--- src/rtl/if_id_stage.sv ---
// if_id_stage: IF/ID pipeline register between fetch and decode.
// Holds the fetched word and its PC, early-decodes J/BEQ for the PC register,
// and squashes the wrong-path word fetched in a taken-redirect cycle.
// Optional build macro FETCH_PERF_EN adds instruction/squash counters;
// without it both counter outputs are tied to zero.
module if_id_stage #(
  parameter logic [5:0]  OPC_J    = 6'b000010,
  parameter logic [5:0]  OPC_BEQ  = 6'b000100,
  parameter logic [31:0] NOP_WORD = 32'h0000_0000,
  parameter int unsigned CNT_W    = 32
) (
  input  logic             clk,
  input  logic             rst,
  input  logic [31:0]      pc_in,
  input  logic [31:0]      instr_in,
  input  logic             zero,
  output logic [31:0]      id_instr,
  output logic [31:0]      id_pc,
  output logic             id_valid,
  output logic             j_label,
  output logic             b_label,
  output logic [25:0]      j_address,
  output logic [15:0]      b_address,
  output logic [CNT_W-1:0] instr_count,
  output logic [CNT_W-1:0] squash_count
);

  typedef enum logic {
    FETCH  = 1'b0,
    SQUASH = 1'b1
  } state_e;

  state_e      state_q, state_d;
  logic [31:0] instr_q, instr_d;
  logic [31:0] pc_q, pc_d;
  logic        valid_q, valid_d;
  logic [5:0]  opcode;
  logic        redirect;

  // Present the held word to decode and early-decode control transfers
  always_comb begin
    id_instr  = valid_q ? instr_q : NOP_WORD;
    id_pc     = pc_q;
    id_valid  = valid_q;
    j_address = id_instr[25:0];
    b_address = id_instr[15:0];
    opcode    = id_instr[31:26];
    j_label   = !rst && valid_q && (opcode == OPC_J);
    b_label   = !rst && valid_q && (opcode == OPC_BEQ);
    redirect  = j_label || (b_label && zero);
  end

  // Next-state: capture every cycle, mark the redirect-cycle fetch as wrong-path
  always_comb begin
    state_d = state_q;
    instr_d = instr_in;
    pc_d    = pc_in;
    valid_d = !redirect;
    case (state_q)
      FETCH:   if (redirect) state_d = SQUASH;
      SQUASH:  state_d = FETCH;
      default: state_d = FETCH;
    endcase
  end

  // Pipeline and state registers
  always_ff @(posedge clk) begin
    if (rst) begin
      state_q <= FETCH;
      instr_q <= NOP_WORD;
      pc_q    <= 32'h0000_0000;
      valid_q <= 1'b0;
    end else begin
      state_q <= state_d;
      instr_q <= instr_d;
      pc_q    <= pc_d;
      valid_q <= valid_d;
    end
  end

`ifdef FETCH_PERF_EN
  logic [CNT_W-1:0] instr_cnt_q, instr_cnt_d;
  logic [CNT_W-1:0] squash_cnt_q, squash_cnt_d;

  // Count words entering ID as valid versus words squashed by a redirect
  always_comb begin
    instr_cnt_d  = instr_cnt_q;
    squash_cnt_d = squash_cnt_q;
    if (redirect) squash_cnt_d = squash_cnt_q + CNT_W'(1);
    else          instr_cnt_d  = instr_cnt_q + CNT_W'(1);
  end

  // Counter registers, wrapping naturally at full width
  always_ff @(posedge clk) begin
    if (rst) begin
      instr_cnt_q  <= '0;
      squash_cnt_q <= '0;
    end else begin
      instr_cnt_q  <= instr_cnt_d;
      squash_cnt_q <= squash_cnt_d;
    end
  end

  assign instr_count  = instr_cnt_q;
  assign squash_count = squash_cnt_q;
`else
  assign instr_count  = '0;
  assign squash_count = '0;
`endif

endmodule
--- config.mk ---
export PLATFORM = sky130hd
export DESIGN_NAME = if_id_stage
export DESIGN_NICKNAME = d
export VERILOG_FILES = /design/src/rtl/if_id_stage.sv
export SDC_FILE = /design/constraint.sdc
export NUM_CORES = 1
export LEC_CHECK = 0
export CAP_MARGIN = 20
export CORE_MARGIN = 3
export CORE_UTILIZATION = 32
export DETAILED_ROUTE_END_ITERATION = 10
export GPL_ROUTABILITY_DRIVEN = 0
export PLACE_DENSITY = 0.81
export SYNTH_ARGS = -nofsm -noshare
export SYNTH_HDL_FRONTEND = slang
export SYNTH_SLANG_ARGS = --single-unit
--- constraint.sdc ---
create_clock -name clk -period 1.39 [get_ports clk]
set_clock_uncertainty 0.05 [all_clocks]
set_input_delay 0.278 -clock clk [delete_from_list [all_inputs] [get_ports clk]]
set_output_delay 0.278 -clock clk [all_outputs]
set_load 0.005 [all_outputs]
# Yosys cells after proc, flatten, opt, wreduce, memory -nomap -nowiden
# Cells that the tools add are included.
[word_totals]
ff_bits = 65
input_bits = 67
out_inout_bits = 173
wordCells = 13
[op_classes]
eq_ne = 2
muxes = 1
reduce_logical = 7
[ops]
columns = ["operator", "count"]
rows = [
  ["32-bit two-way mux", 1],
  ["6-bit by 2-bit equality test with 1-bit output, second input constant", 1],
  ["6-bit by 3-bit equality test with 1-bit output, second input constant", 1],
  ["1-bit logical AND", 4],
  ["1-bit zero test", 2],
  ["1-bit logical OR", 1],
]

# Depth between registers and ports, before layout
# Gate-level depths: netlist of run 1.
[logic_depth]
word_depth = 6
mapped_depth = 3
depth_no_buf = 3

# Worst setup path before layout of run 1
# No wires, ideal clock.
[synth_timing]
kind = "reg-to-output"
start = "register valid_q, in the netlist id_valid"
end = "output id_instr[10]"
arrival_time_ns = 0.904
t_required_ns = 1.062
slack_ns = 0.158
stages_incl_launch_ff = 4
path_buffers = 2
cell_sequence = "dfxtp_1 > clkbuf_1 > and2_1 > buf_4"
[synth_between]
elab_chain_cells = 1
[synth_lines]
columns = ["item", "line_no", "text"]
rows = [
  ["from (decl)", "36", "logic valid_q, valid_d;"],
  ["from (signal assigned)", "77", "valid_q <= valid_d;"],
  ["32-bit two-way mux", "42", "id_instr = valid_q ? instr_q : NOP_WORD;"],
  ["to (decl)", "17", "output logic [31:0] id_instr,"],
]
# No other way between the ends.

# Final worst setup path of run 1
[layout_timing]
start = "register instr_q[26]"
end = "output j_label"
[layout_between]
elab_chain_cells = 3
[layout_lines]
columns = ["item", "line_no", "text"]
rows = [
  ["from (decl)", "34", "logic [31:0] instr_q, instr_d;"],
  ["from (signal assigned)", "75", "instr_q <= instr_d;"],
  ["32-bit two-way mux", "42", ""],
  ["6-bit by 2-bit equality test with 1-bit output", "48", "j_label = !rst && valid_q && (opcode == OPC_J);"],
  ["1-bit logical AND", "48", ""],
  ["to (decl)", "20", "output logic j_label,"],
]
# No other way between the ends.

==> results.py, run 1 <==
metrics = {
    "flow_run": {
        "maxCapViolCount": 0,
    },
    "detailed_routing": {
        "routedWlPerCell_um": 13.6,
        "drt_iter0_markers": 13,
        "first_pass_iters": 3,
        "ant_nets": 0,
        "wl_mm": 7.57,
        "via_count": 2157,
        "drt-vias-per-instance": 3.87,
        "drc": 0,
    },
    "setup_path": {
        "slowest_delay_ns": 0.33,
        "cp.arrival_ns": 1.46,
        "crit_path_max_fanout": 2,
        "crit_type": "register to output pin",
        "cp_num_buf_inv": 2,
        "timing.rr.end": "id_valid",
        "cp_cell_sequence": "nor4_4 -> nand3b_1 -> buf_4 -> nor3b_2 -> buf_2",
        "cp-end-kind": "output pin",
        "crit_required_ns": 1.06,
        "crit_family": "simple AND/OR/NAND/NOR gates",
        "start_kind": "register",
        "slowest_stage": "dfxtp_2",
        "reg2reg_from": "instr_q[26]",
        "reg2reg_slack_ns": 0.06,
        "ff2ff_path_depth": 5,
    },
    "power": {
        "power.total_uw": 4550,
        "p_per_area_nw_per_um2": 972,
        "power.leakage_uw": 0.00226,
        "ir_drop_mv": 0.620,
    },
    "clock_tree": {
        "cts_tree": "yes",
        "clk_latency_ns": 0.33,
        "cts_hold_buf": 0,
        "clock_tree.root_cell": "clkbuf_8",
        "htree_levels": 3,
        "cts_buffer_depth": 2,
        "clkTransAtPathRegs_ns": 0.08,
        "numCtsBuffers": 9,
        "clock_sinks": 65,
    },
    "global_routing": {
        "grt_pass1_wl_mm": 10.7,
        "antenna_found_initial": 0,
        "grt_start_max_net_pins": 66,
        "grtUsageTotal_pct": 14.1,
        "grt_pass1_vias": 2176,
        "grt.overflow.total": 0,
    },
    "finish": {
        "antennaDiodeCount": 0,
        "multi_input_area_um2": 990,
        "n_fill_cell": 714,
        "syn2layout_area_growth_pct": 66.5,
        "final_cell_mix": "76 x buf_6, 65 x clkdlybuf4s50_1, 64 x nor2b_1, 64 x conb_1, 63 x dfxtp_1",
        "layout_commonest_cell": "buf_6",
        "post-route-util_pct": 55.9,
        "stdcell_count": 558,
        "nets": 516,
        "seq_area_um2": 1310,
        "drive_gt1_share_pct": 34.9,
    },
    "sta": {
        "rsz0062_at_grt": "true",
        "hold_slack_ns": 0.436,
        "timing.final.crit_share_pct": 129,
        "setup-violations-final": 77,
        "fmax_mhz": 558,
        "fin_ws_ns": -0.401,
        "final_hold_viol_count": 0,
        "fin_crit_ns": 1.79,
        "worst_pin_slew_ns": 0.634,
        "drv_slew": 0,
        "relSlewSlack_pct": 57.7,
    },
    "min_path": {
        "holdPathStages": 2,
        "holdPathEnd": "instr_q[26]",
        "hold_path.class": "input port to register",
        "min_from": "instr_in[26]",
    },
    "synthesis": {
        "synth_cell_types": 16,
        "yosys_warnings": 0,
        "synth_area_leaders": "dfxtp_1 46%, buf_4 28%, nor2b_1 14%",
        "yosysTopAreaCell": "dfxtp_1",
        "ys_seq_area_share_pct": 46.3,
        "syn_avg_cell_area_um2": 9.83,
        "syn_area_um2": 2810,
        "synthesis.instances": 286,
        "synth_top_area_share_pct": 46.3,
        "ys_ff_latch": 65,
    },
    "floorplan": {
        "die_y_um": 99.8,
        "core-area_um2": 8380,
        "rows": 33,
        "num_io_pins": 240,
        "start_util_pct": 33.6,
        "dieWidth_um": 99.8,
        "die-area_um2": 9950,
    },
    "place": {
        "dp_hpwl_mm": 5.52,
        "dp_cells": 518,
        "io_buffers": 175,
    },
    "run_status": {
        "violations": "negative setup slack",
        "status": "finished with violations",
    },
}
==> where the power goes <==
group / switching (uW) / leakage, uW / internal, uW
Combinational: 269 / 0.00162 / 522
Clock: 755 / 0.000102 / 1010
Sequential: 35.7 / 0.000543 / 1960
Total: 1060 / 0.00226 / 3490
==> cell families after synthesis <==
group           Yosys count  share of synthesized area, %
compound gates            2                         0.534
buf+inv                 117                          30.0
flops                    65                          46.3
other cells               1                         0.133
simple gates            101                          23.0
==> routing by layer <==
metal  part of all wire (%)  global-route usage [%]  up-vias
met3                     16                    9.33        5
li1                       -                       -     1015
met4                    1.0                    5.36        0
met5                      0                       0        -
met1                     29                    11.4     1000
met2                     54                    26.3      137
==> worst register-to-register path: cells and delay by family (launching register included) <==
kind / cells / cell delay [ns]
buffers and inverters: 2 / 0.28
AOI/OAI and AO/OA: 1 / 0.17
DFF: 1 / 0.33
and+or+nand+nor: 2 / 0.38
==> sequential cells by signal, indices dropped and copies added, names as in the netlist <==
signal    flops
id_pc        32
instr_q      32
id_valid      1
==> Yosys cell counts <==
| library cell | instances |
|---|---|
| buf_4 | 106 |
| dfxtp_1 | 65 |
| nor2b_1 | 64 |
| and2_1 | 31 |
| buf_2 | 6 |
| clkbuf_1 | 4 |
| a21oi_1 | 1 |
| and2_2 | 1 |
| and3b_1 | 1 |
| conb_1 | 1 |
| inv_1 | 1 |
| nand3b_1 | 1 |
| nor3_1 | 1 |
| nor3b_2 | 1 |
| nor4_2 | 1 |
| o21ba_1 | 1 |
==> how the worst max path moves through the flow <==
stage	depth (start not counted)	slack, ns	start	end
after floorplan	3	0.16	id_valid	id_instr[10]
after global placement	5	-0.39	rst	j_label
after detailed placement	5	-0.41	rst	j_label
after CTS	3	-0.50	id_valid	id_instr[25]
after global routing	5	-0.50	instr_q[26]	j_label
final	5	-0.40	instr_q[26]	j_label
==> through the flow <==
stage	TNS, ns	setup WS [ns]	cell area, um2
3_3_place_gp	-12.88	-0.394	4120
6_report	-12.70	-0.401	4680
2_1_floorplan	0	0.158	3050
4_1_cts	-28.75	-0.503	4510
3_5_place_dp	-14.04	-0.406	4120
5_1_grt	-17.51	-0.502	4680
==> layout make-up <==
class / count / share of cell area [%]
Clock buffer: 9 / 2.64
Clock inverter: 6 / 1.98
Inverter: 1 / 0.0801
Multi-Input combinational cell: 167 / 21.1
Sequential cell: 65 / 27.9
Tap cell: 105 / 2.80
Timing Repair Buffer: 205 / 43.5
==> repair_timing <==
action | 4_1_cts | 5_1_grt
gates resized for setup | 197 | 169
buffers inserted | 12 | 11
pin swaps | 5 | 2
cloned | 1 | 2
setup endpoints to repair | 109 | 77
Note: power is estimated with default switching activity, not from simulation.
==> run 2, diff against run 1 <==
- CORE_AREA: not set -> 3 3 91 93
- CORE_MARGIN: 3 -> not set
- CORE_UTILIZATION: 32 -> not set
- DIE_AREA: not set -> 0 0 94 96
- DONT_BUFFER_PORTS: not set -> 1
- PLACE_DENSITY: 0.81 -> 0.55
==> run 2 against run 1 <==
The run still ends with negative setup slack left. Clock-buffer cell count is the same. Die area decreased by 9.3%. First-iteration DRC count up 23%. Sequential power hardly changed. Final area is 36% lower. Combinational power decreased by 57%. Utilization down 16 points. Sequential share of layout area up 15 points. Wire length down 25%. Maximum frequency rose by 9.4%. Critical path depth shrank 2. Worst hold slack worse by 0.41 ns. Largest cell class is now flip-flops and latches. Largest power group unchanged. Highest routed layer unchanged.
==> results.py, run 2 (synthesis gave the netlist of run 1 again) <==
metrics = {
    "clock_tree": {
        "clk_latency_ns": 0.33,
        "numCtsBuffers": 9,
        "clkTransAtPathRegs_ns": 0.08,
        "clock_tree.root_cell": "clkbuf_8",
        "cts_tree": "yes",
        "clock_sinks": 65,
        "htree_levels": 3,
        "cts_buffer_depth": 2,
    },
    "sta": {
        "final_hold_viol_count": 0,
        "drv_slew": 0,
        "setup-violations-final": 66,
        "fin_ws_ns": -0.247,
        "final.setup.tns_ns": -1.76,
        "rsz0062_at_grt": "true",
        "fmax_mhz": 611,
        "hold_slack_ns": 0.0243,
        "fin_crit_ns": 1.64,
        "timing.final.crit_share_pct": 118,
    },
    "detailed_routing": {
        "first_pass_iters": 3,
        "via_count": 1495,
        "drt_iter0_markers": 16,
        "ant_nets": 0,
        "wl_mm": 5.68,
        "drc": 0,
        "drt-vias-per-instance": 3.90,
        "routedWlPerCell_um": 14.8,
    },
    "power": {
        "p_per_area_nw_per_um2": 1360,
        "ir_drop_mv": 0.775,
        "power.total_uw": 4100,
        "power.leakage_uw": 0.00134,
    },
    "finish": {
        "final_cell_mix": "64 x nor2b_1, 64 x conb_1, 63 x dfxtp_1",
        "nets": 343,
        "drive_gt1_share_pct": 20.7,
        "syn2layout_area_growth_pct": 7.07,
        "stdcell_count": 383,
    },
    "setup_path": {
        "crit_type": "register to output pin",
        "reg2reg_from": "instr_q[26]",
        "reg2reg_slack_ns": 0.26,
        "cp-end-kind": "output pin",
        "start_kind": "register",
        "ff2ff_path_depth": 3,
        "cp_cell_sequence": "nor4_4 -> nand3b_1 -> nor3b_2",
        "slowest_stage": "dfxtp_2",
        "crit_required_ns": 1.06,
        "crit_path_max_fanout": 3,
        "timing.rr.end": "id_valid",
        "cp.arrival_ns": 1.31,
        "slowest_delay_ns": 0.33,
    },
    "run_status": {
        "status": "finished with violations",
        "violations": "negative setup slack",
    },
    "flow_run": {
        "maxCapViolCount": 0,
    },
    "global_routing": {
        "grt.overflow.total": 0,
        "grt_pass1_wl_mm": 7.87,
        "antenna_found_initial": 1,
        "grt_pass1_vias": 1512,
        "grtUsageTotal_pct": 12.2,
        "grt_start_max_net_pins": 46,
    },
    "floorplan": {
        "core-area_um2": 7610,
        "dieWidth_um": 94,
        "start_util_pct": 37.0,
        "die-area_um2": 9020,
        "num_io_pins": 240,
        "rows": 32,
        "die_y_um": 96,
    },
    "min_path": {
        "hold_path.class": "input port to register",
        "min_from": "pc_in[25]",
        "holdPathEnd": "id_pc[25]",
        "holdPathStages": 1,
    },
    "place": {
        "dp_hpwl_mm": 3.61,
        "place_ws_ns": 0.00882,
        "io_buffers": 0,
        "dp_cells": 338,
    },
}
-- run 2: routing by layer --
metal / share of wire [%] / vias to the layer above / track usage, %
met5: 0 / - / 0
met4: 1.8 / 0 / 5.78
met3: 13 / 15 / 8.13
met2: 52 / 134 / 21.1
met1: 33 / 672 / 11.1
li1: - / 674 / -
-- run 2: how the worst max path moves through the flow --
stage | endpoint | startpoint | slack [ns] | cells after the start
finish | j_label | instr_q[26] | -0.25 | 3
global route | j_label | instr_q[26] | -0.35 | 3
CTS | j_label | instr_q[26] | -0.30 | 3
detailed placement | b_label | instr_q[29] | 0.009 | 3
global placement | b_label | instr_q[29] | 0.04 | 3
floorplan | id_instr[10] | id_valid | 0.16 | 3
-- run 2: power breakdown --
part / total [uW] / leakage [uW] / switching [uW] / internal [uW]
sequential: 2020 / 0.000543 / 52.2 / 1960
combinational: 344 / 0.000699 / 162 / 182
clock: 1740 / 0.000102 / 733 / 1010
total: 4100 / 0.00134 / 948 / 3150
-- run 2: repair_timing --
| action | CTS | global route |
|---|---|---|
| buffers inserted | 2 | 0 |
| setup endpoints to repair | 76 | 76 |
| pin swaps | 3 | 1 |
| endpoints found under the hold margin | 64 | 3 |
| resized for setup | 50 | 5 |
| hold buffers | 23 | 3 |
| gates cloned | 3 | 0 |
-- run 2: critical path: cells and delay by family (launching register included) --
family,cells,cell delay [ns]
AND/OR/NAND/NOR,3,0.64
flip-flops,1,0.33
-- run 2: metrics by stage --
| step | utilization, % | instance area, um2 |
|---|---|---|
| finish | 39.6 | 3010 |
| global route | 39.6 | 3010 |
| CTS | 39.5 | 3010 |
| detailed placement | 31.0 | 2360 |
| global placement | 31.0 | 2360 |
| floorplan | - | 3050 |
-- run 2: cell type report --
cell class,instances,area (um2)
flip-flops and latches,65,1310
fillers,769,4600
repair buffers,32,362
diodes,1,2.50
inverters,1,3.75
clock inverters,6,92.6
clock buffers,9,124
well taps,102,128
multi-input cells,167,993
==> run 3, diff against run 2 <==
- REMOVE_ABC_BUFFERS: not set -> 1
==> run 3 against run 2 <==
The flow still finishes with violations (negative setup slack). Clock-buffer cell count grew 1. Largest cell class unchanged. Clock power down 2%. Critical endpoint unchanged. Final area rose by 13%. Register-to-register slack got worse by 0.12 ns.
==> results.py, run 3 (synthesis gave the netlist of run 1 again) <==
metrics = {
    "finish": {
        "drive_gt1_share_pct": 18.4,
        "syn2layout_area_growth_pct": 20.9,
        "final_cell_mix": "64 x nor2b_1, 64 x conb_1, 63 x dlygate4sd3_1, 63 x dfxtp_1, 29 x and2_4",
        "final_design_area_no_fill_um2": 3400,
        "seq_area_um2": 1310,
        "antennaDiodeCount": 0,
        "multi_input_area_um2": 981,
        "nets": 383,
        "n_fill_cell": 758,
    },
    "place": {
        "io_buffers": 0,
        "dp_hpwl_mm": 3.54,
        "place_ws_ns": 0.0662,
        "place_area_um2": 2360,
    },
    "global_routing": {
        "grt_start_max_net_pins": 66,
        "grt_pass1_vias": 1588,
        "grt.overflow.total": 0,
        "grt_pass1_wl_mm": 7.62,
        "grtUsageTotal_pct": 11.3,
        "antenna_found_initial": 0,
    },
    "sta": {
        "drv_slew": 0,
        "rsz0062_at_grt": "true",
        "setup-violations-final": 64,
        "hold_slack_ns": 0.0686,
        "fin_crit_ns": 1.62,
        "fmax_mhz": 616,
        "final_hold_viol_count": 0,
        "fin_ws_ns": -0.234,
        "final.setup.tns_ns": -3.11,
        "timing.final.crit_share_pct": 117,
    },
    "power": {
        "power.leakage_uw": 0.00158,
        "p_per_area_nw_per_um2": 1210,
        "ir_drop_mv": 0.593,
        "power.total_uw": 4130,
    },
    "setup_path": {
        "cp-end-kind": "output pin",
        "cp.arrival_ns": 1.30,
        "cp_num_buf_inv": 0,
        "crit_required_ns": 1.06,
        "slowest_delay_ns": 0.32,
        "startpoint": "instr_q[26]",
        "crit_type": "register to output pin",
        "crit_family": "simple AND/OR/NAND/NOR gates",
        "crit_path_max_fanout": 3,
        "reg2reg_from": "instr_q[26]",
        "cp_cell_sequence": "nor4_2 -> nand3b_1 -> nor3b_2",
        "start_kind": "register",
        "slowest_stage": "dfxtp_2",
    },
    "clock_tree": {
        "clock_sinks": 65,
        "htree_levels": 3,
        "cts_buffer_depth": 2,
        "clkTransAtPathRegs_ns": 0.07,
        "numCtsBuffers": 9,
        "cts_tree": "yes",
        "clk_latency_ns": 0.32,
        "clock_tree.root_cell": "clkbuf_8",
    },
    "detailed_routing": {
        "wl_mm": 5.64,
        "drc": 0,
        "first_pass_iters": 3,
        "routedWlPerCell_um": 13.3,
        "drt-vias-per-instance": 3.85,
        "ant_nets": 0,
        "via_count": 1630,
        "drt_iter0_markers": 31,
    },
    "floorplan": {
        "core-area_um2": 7610,
        "start_util_pct": 37.0,
        "rows": 32,
        "dieWidth_um": 94,
        "num_io_pins": 240,
        "die-area_um2": 9020,
        "die_y_um": 96,
    },
    "min_path": {
        "hold_path.class": "input port to register",
        "min_from": "instr_in[25]",
    },
    "run_status": {
        "status": "finished with violations",
        "violations": "negative setup slack",
    },
    "flow_run": {
        "maxCapViolCount": 0,
    },
}
run 3: layer usage:
| metal | global-route usage, % | routed length [um] |
|---|---|---|
| met5 | 0 | 0 |
| met4 | 4.69 | 81 |
| met3 | 7.66 | 771 |
| met2 | 19.2 | 2970 |
| met1 | 10.6 | 1810 |
run 3: cell type report:
class / count / area share (%)
clock buffer: 10 / 3.75
clock inverter: 6 / 2.43
inverter: 1 / 0.110
multi-input combinational: 167 / 28.8
sequential: 65 / 38.4
tap: 102 / 3.75
timing repair buffer: 72 / 22.7
run 3: stage by stage:
stage,utilization (%),std cells
floorplan,-,233
global placement,31.0,338
detailed placement,31.0,338
CTS,43.4,419
global route,44.7,423
finish,44.7,423
run 3: worst register-to-register path, stage by stage (launching register included):
cell and delay [ns]:
dfxtp_2 0.32, nor4_2 0.24, nand3b_1 0.18, buf_4 0.17
o21ba_1 0.18
run 3: worst paths after layout:
kind / to / depth (start not counted) / slack [ns]
setup / recovery: j_label / 3 / -0.23
setup reg to reg: id_valid / 4 / 0.14
hold reg to reg: id_valid / 2 / 0.63
hold / removal: instr_q[25] / 1 / 0.07
run 3: repair_timing:
action	in CTS	in global routing
hold endpoints to repair	64	0
cloned	1	2
setup buffers	1	2
endpoints found under the setup margin	74	76
pin swaps	3	1
resized for setup	41	8
hold buffers	63	0
run 3: power breakdown:
part | internal [uW] | switching, uW | total, uW
clock | 1000 | 701 | 1700
sequential | 1960 | 48.8 | 2010
combinational | 256 | 156 | 411
total | 3220 | 905 | 4130
